--- config.mk ---
export PLATFORM = sky130hd
export DESIGN_NAME = ls_reservation_station
export DESIGN_NICKNAME = d
export VERILOG_FILES = /design/src/rtl/ls_reservation_station.sv
export SDC_FILE = /design/constraint.sdc
export NUM_CORES = 2
export LEC_CHECK = 0
export ABC_AREA = 1
export CORE_ASPECT_RATIO = 1.25
export CORE_MARGIN = 2
export CORE_UTILIZATION = 40
export DETAILED_ROUTE_END_ITERATION = 8
export MAX_ROUTING_LAYER = met4
export PLACE_DENSITY = 0.56
export SLEW_MARGIN = 20
export SYNTH_ARGS = -nofsm -noshare
export SYNTH_HDL_FRONTEND = slang
export SYNTH_SLANG_ARGS = --single-unit
--- constraint.sdc ---
create_clock -name clk -period 2.7 [get_ports clk]
set_clock_uncertainty 0.1 [all_clocks]
set_input_delay 0.54 -clock clk [delete_from_list [all_inputs] [get_ports clk]]
set_output_delay 0.54 -clock clk [all_outputs]
set_load 0.02 [all_outputs]
--- src/rtl/ls_reservation_station.sv ---
// In-order reservation station in front of the load/store unit: queues LD/SD ops,
// snoops the CDB for missing operands and issues the oldest entry once it is ready.
module ls_reservation_station #(
    parameter int DEPTH = 4,
    parameter int PTR_W = $clog2(DEPTH)
) (
    input  logic             clk,
    input  logic             res_n,
    input  logic             valid_dec,
    input  logic [6:0]       opcode_dec,
    input  logic [5:0]       tag_dec,
    input  logic [5:0]       rd_dec,
    input  logic [11:0]      imm_dec,
    input  logic             rs1_rdy_dec,
    input  logic [63:0]      rs1_val_dec,
    input  logic [5:0]       rs1_tag_dec,
    input  logic             rs2_rdy_dec,
    input  logic [63:0]      rs2_val_dec,
    input  logic [5:0]       rs2_tag_dec,
    output logic             stop_rsls2dec,
    input  logic             valid_cdb,
    input  logic [5:0]       tag_cdb,
    input  logic [63:0]      value_cdb,
    output logic             valid_in,
    output logic [6:0]       opcode_rs2ls,
    output logic [5:0]       tag_rs2ls,
    output logic [63:0]      rs1_rs2ls,
    output logic [63:0]      rs2_rs2ls,
    output logic [5:0]       rd_rs2ls,
    output logic [11:0]      imm_rs2ls,
    input  logic             stop_ls2rsls,
    output logic [PTR_W:0]   count_o
);

    localparam logic [6:0] OP_LD = 7'b0000011;

    typedef struct packed {
        logic        valid;
        logic [6:0]  opcode;
        logic [5:0]  tag;
        logic [5:0]  rd;
        logic [11:0] imm;
        logic        rdy1;
        logic [63:0] val1;
        logic [5:0]  tag1;
        logic        rdy2;
        logic [63:0] val2;
        logic [5:0]  tag2;
    } entry_t;

    entry_t             q [DEPTH];
    logic [PTR_W-1:0]   head;
    logic [PTR_W-1:0]   tail;
    logic [PTR_W:0]     count;
    entry_t             head_e;
    entry_t             new_e;
    logic               do_dispatch;
    logic               do_issue;

    assign head_e        = q[head];
    assign count_o       = count;
    assign stop_rsls2dec = (count == (PTR_W+1)'(DEPTH));
    assign valid_in      = head_e.valid & head_e.rdy1 & head_e.rdy2;
    assign do_dispatch   = valid_dec & ~stop_rsls2dec;
    assign do_issue      = valid_in & ~stop_ls2rsls;

    // Slots left behind by an issue keep stale data, so gate the outputs on head valid.
    assign opcode_rs2ls = head_e.valid ? head_e.opcode : '0;
    assign tag_rs2ls    = head_e.valid ? head_e.tag    : '0;
    assign rs1_rs2ls    = head_e.valid ? head_e.val1   : '0;
    assign rs2_rs2ls    = head_e.valid ? head_e.val2   : '0;
    assign rd_rs2ls     = head_e.valid ? head_e.rd     : '0;
    assign imm_rs2ls    = head_e.valid ? head_e.imm    : '0;

    // Incoming entry, with same-cycle CDB forwarding and LD's rs2 forced ready.
    always_comb begin
        // NOTE: every field gets a default first so no latch can be inferred.
        new_e        = '0;
        new_e.valid  = 1'b1;
        new_e.opcode = opcode_dec;
        new_e.tag    = tag_dec;
        new_e.rd     = rd_dec;
        new_e.imm    = imm_dec;
        new_e.rdy1   = rs1_rdy_dec;
        new_e.val1   = rs1_val_dec;
        new_e.tag1   = rs1_tag_dec;
        new_e.rdy2   = rs2_rdy_dec;
        new_e.val2   = rs2_val_dec;
        new_e.tag2   = rs2_tag_dec;
        if (valid_cdb && !rs1_rdy_dec && rs1_tag_dec == tag_cdb) begin
            new_e.rdy1 = 1'b1;
            new_e.val1 = value_cdb;
        end
        if (opcode_dec == OP_LD) begin
            new_e.rdy2 = 1'b1;
            new_e.val2 = '0;
        end else if (valid_cdb && !rs2_rdy_dec && rs2_tag_dec == tag_cdb) begin
            new_e.rdy2 = 1'b1;
            new_e.val2 = value_cdb;
        end
    end

    always_ff @(posedge clk or negedge res_n) begin
        if (!res_n) begin
            // NOTE: the entry array is fully reset; it is tiny and this keeps outputs clean from reset.
            for (int i = 0; i < DEPTH; i++) q[i] <= '0;
            head  <= '0;
            tail  <= '0;
            count <= '0;
        end else begin
            // NOTE: non-blocking throughout; later writes to the same entry below take priority.
            if (valid_cdb) begin
                for (int i = 0; i < DEPTH; i++) begin
                    if (q[i].valid && !q[i].rdy1 && q[i].tag1 == tag_cdb) begin
                        q[i].rdy1 <= 1'b1;
                        q[i].val1 <= value_cdb;
                    end
                    if (q[i].valid && !q[i].rdy2 && q[i].tag2 == tag_cdb) begin
                        q[i].rdy2 <= 1'b1;
                        q[i].val2 <= value_cdb;
                    end
                end
            end
            if (do_issue) begin
                q[head].valid <= 1'b0;
                head          <= head + 1'b1;
            end
            if (do_dispatch) begin
                q[tail] <= new_e;
                tail    <= tail + 1'b1;
            end
            case ({do_dispatch, do_issue})
                2'b10:   count <= count + 1'b1;
                2'b01:   count <= count - 1'b1;
                default: count <= count;
            endcase
        end
    end

endmodule

==> impl_metrics.env <==
export IMPL_core_area_mm2=0.112
export IMPL_violations="setup timing"
export IMPL_cts_max_path_buffers=3
export IMPL_drt_iter0_drc=5872
export IMPL_dp_hpwl_um=129000
export IMPL_hold_path_class="in2async"
export IMPL_worstMarginPinSlew_ns=0.770
export IMPL_setup_viol=161
export IMPL_reg2reg_from="head[0]"
export IMPL_r2r_slack_ns=-0.11
export IMPL_grt_usage=0.355
export IMPL_yosysTopAreaCellShare=0.389
export IMPL_vias_per_cell=5.67
export IMPL_overflow=0
export IMPL_synth_edf_count=0
export IMPL_htreeDepth=3
export IMPL_die_h_um=380
export IMPL_critPathRequiredTime_ns=2.06
export IMPL_vias=49302
export IMPL_stdcell_area_mm2=0.0594
export IMPL_synth_seq_area_share=0.389
export IMPL_maxCapViolCount=0
export IMPL_layout_setup_ws_ns=-0.399
export IMPL_worstPathArrival_ns=2.46
export IMPL_initial_utilization=0.404
export IMPL_first_pass_iters=6
export IMPL_drt_total_wl_um=207000
export IMPL_critPathKind="reg2out"
export IMPL_reg2reg_depth=14
export IMPL_max_freq_mhz=323
export IMPL_synthTopCellsByArea="dfrtp_1 (39%), nand2_1 (17%), nand3_1 (14%)"
export IMPL_dp_cells=8447
export IMPL_dieWidth_um=305
export IMPL_synth_seq_cells=703
export IMPL_synthTopCellsByCount="nand2_1 (2073), nand3_1 (1261), inv_1 (912)"
export IMPL_antenna_found_initial=11
export IMPL_yosysWarnings=0
export IMPL_avgSynthCellArea_um2=6.72
export IMPL_layout_nets=7414
export IMPL_fin_crit_sh=1.15
export IMPL_crit_path_end_kind="output port"
export IMPL_p_leak_nw=30.8
export IMPL_pre_cts_ws_ns=-0.281
export IMPL_slew_headroom=0.485
export IMPL_hold_viol=0
export IMPL_path_max_fanout=7
export IMPL_final_antenna_net_count=0
export IMPL_grt_pass1_wl_um=306000
export IMPL_gp_congestion=0.912
export IMPL_wl_per_cell_um=23.9
export IMPL_area_growth_pct=31.5
export IMPL_clk_pin_slew_worst_paths_ns=0.06
export IMPL_yosysMostFrequentCell="nand2_1"
export IMPL_grt_max_degree=85
export IMPL_ir_drop_v=0.00107
export IMPL_place_area_mm2=0.0539
export IMPL_ys_types=39
export IMPL_cts_tree="yes"
export IMPL_syn_nets=6988
export IMPL_clockRootBuffer="clkbuf_16"
export IMPL_netlist_top_cell_by_area="dfrtp_1"
export IMPL_row_count=137
export IMPL_grt_pass1_vias=47623
export IMPL_cts_sinks=703
export IMPL_startpoint_type="register"
export IMPL_syn_area_mm2=0.0452
export IMPL_drc=0
export IMPL_clk_latency_ns=0.67
export IMPL_cts_buffers_inserted=83
export IMPL_ys_async_sr_fraction=1.00
export IMPL_synthCells=6730
export IMPL_status="complete, but fails checks"
export IMPL_ys_flop_type="dfrtp_1"
export IMPL_pin_count=412
export IMPL_slew_viol_final=0
export IMPL_portBuffers=411
export IMPL_final_cells=8691
export IMPL_layout_drive_gt1_share=0.164
export IMPL_r2r_end="count_o[1]"
export IMPL_rsz0062_at_grt="true"
export IMPL_power_density_mw_per_mm2=1340
export IMPL_period_needed_ns=3.10
export IMPL_die_area_mm2=0.116
[layout by cell type, fill, tap and decap left out, types with 52 or more instances in the layout]
cell type,count
nand2_4,61
inv_1,831
o22ai_1,66
dfrtp_1,701
a21oi_1,78
nand4_1,82
buf_12,218
o21ai_0,392
nand2_1,1976
clkdlybuf4s50_1,249
clkbuf_16,104
nand3_1,1258
buf_4,259
buf_6,109
nand2_2,52
nor2_1,227
o21ai_1,118
inv_2,78
[worst max path at each step]
| stage | startpoint | endpoint | cells after the start |
|---|---|---|---|
| after floorplan | head[0] | count_o[1] | 12 |
| after CTS | head[0] | rs2_rs2ls[30] | 8 |
| after global routing | head[0] | rs1_rs2ls[5] | 12 |
| after global placement | head[0] | rs2_rs2ls[53] | 9 |
| final | head[0] | rs1_rs2ls[5] | 11 |
| after detailed placement | head[0] | rs2_rs2ls[53] | 9 |
[layer usage]
metal | track usage | vias to the layer above | share of wire | wire, um
met2 | 0.543 | 3013 | 0.45 | 93200
met4 | 0.194 | 0 | 0.060 | 12500
li1 | - | 22189 | - | -
met1 | 0.444 | 23384 | 0.39 | 80000
met5 | - | - | 0 | 0
met3 | 0.0673 | 716 | 0.10 | 21600
[worst max-delay path, cell delays in order, from the launching register on]
cell and delay (ns):
dfrtp_4 0.55, clkinv_8 0.12, nand2_1 0.06, nand3_1 0.07, and2_4 0.24, inv_12 0.07, buf_12 0.15, buf_16 0.15
buf_12 0.13, nand2_8 0.07, inv_4 0.03, buf_6 0.12
[through the flow]
step	TNS, ns	hold WS (ns)	total power [mW]	utilization
3_3_place_gp	-48.38	0.355	58.8	0.482
3_5_place_dp	-53.94	0.358	59.3	0.482
4_1_cts	-73.37	0.327	73.8	0.518
6_report	-50.43	0.328	79.4	0.532
5_1_grt	-59.10	0.370	84.1	0.532
2_1_floorplan	0	0.144	41.1	-
[sequential cells by signal, indices dropped and copies added (netlist names)]
register  cells
tail          2
count_o       3
q           696
head          2
[power breakdown]
part / switching [mW] / total (mW) / internal [mW]
clock network: 4.87 / 11.7 / 6.82
registers: 2.93 / 18.8 / 15.8
logic: 29.0 / 49.0 / 20.1
[layout make-up]
cell class	count	area [um^2]
antenna	14	35.0
clock buffer	132	2590
clock inverter	15	150
fill	10896	52300
inverter	925	3550
multi-input combinational	4535	22200
sequential	703	17600
tap	1459	1830
timing repair buffer	907	11500
timing repair inverter	1	11.3
[timing repair]
item | 4_1_cts | 5_1_grt
endpoints found under the setup margin | 163 | 163
pin swaps | 15 | 46
hold endpoints to repair | 30 | 0
gates cloned | 23 | 16
resized for setup | 552 | 816
hold buffers | 1 | 0
buffers inserted | 23 | 31
[cells by family after synthesis]
family / count (synthesis) / share of synthesized area
flip-flops: 703 / 0.389
AO/OA/AOI/OAI: 731 / 0.0838
buffers and inverters: 1492 / 0.147
AND/OR/NAND/NOR: 3774 / 0.373
multiplexers: 1 / 0.000249
XOR/XNOR: 19 / 0.00368
adder cells (fa/ha/maj): 10 / 0.00293
Note: power is estimated with default switching activity, not from simulation.
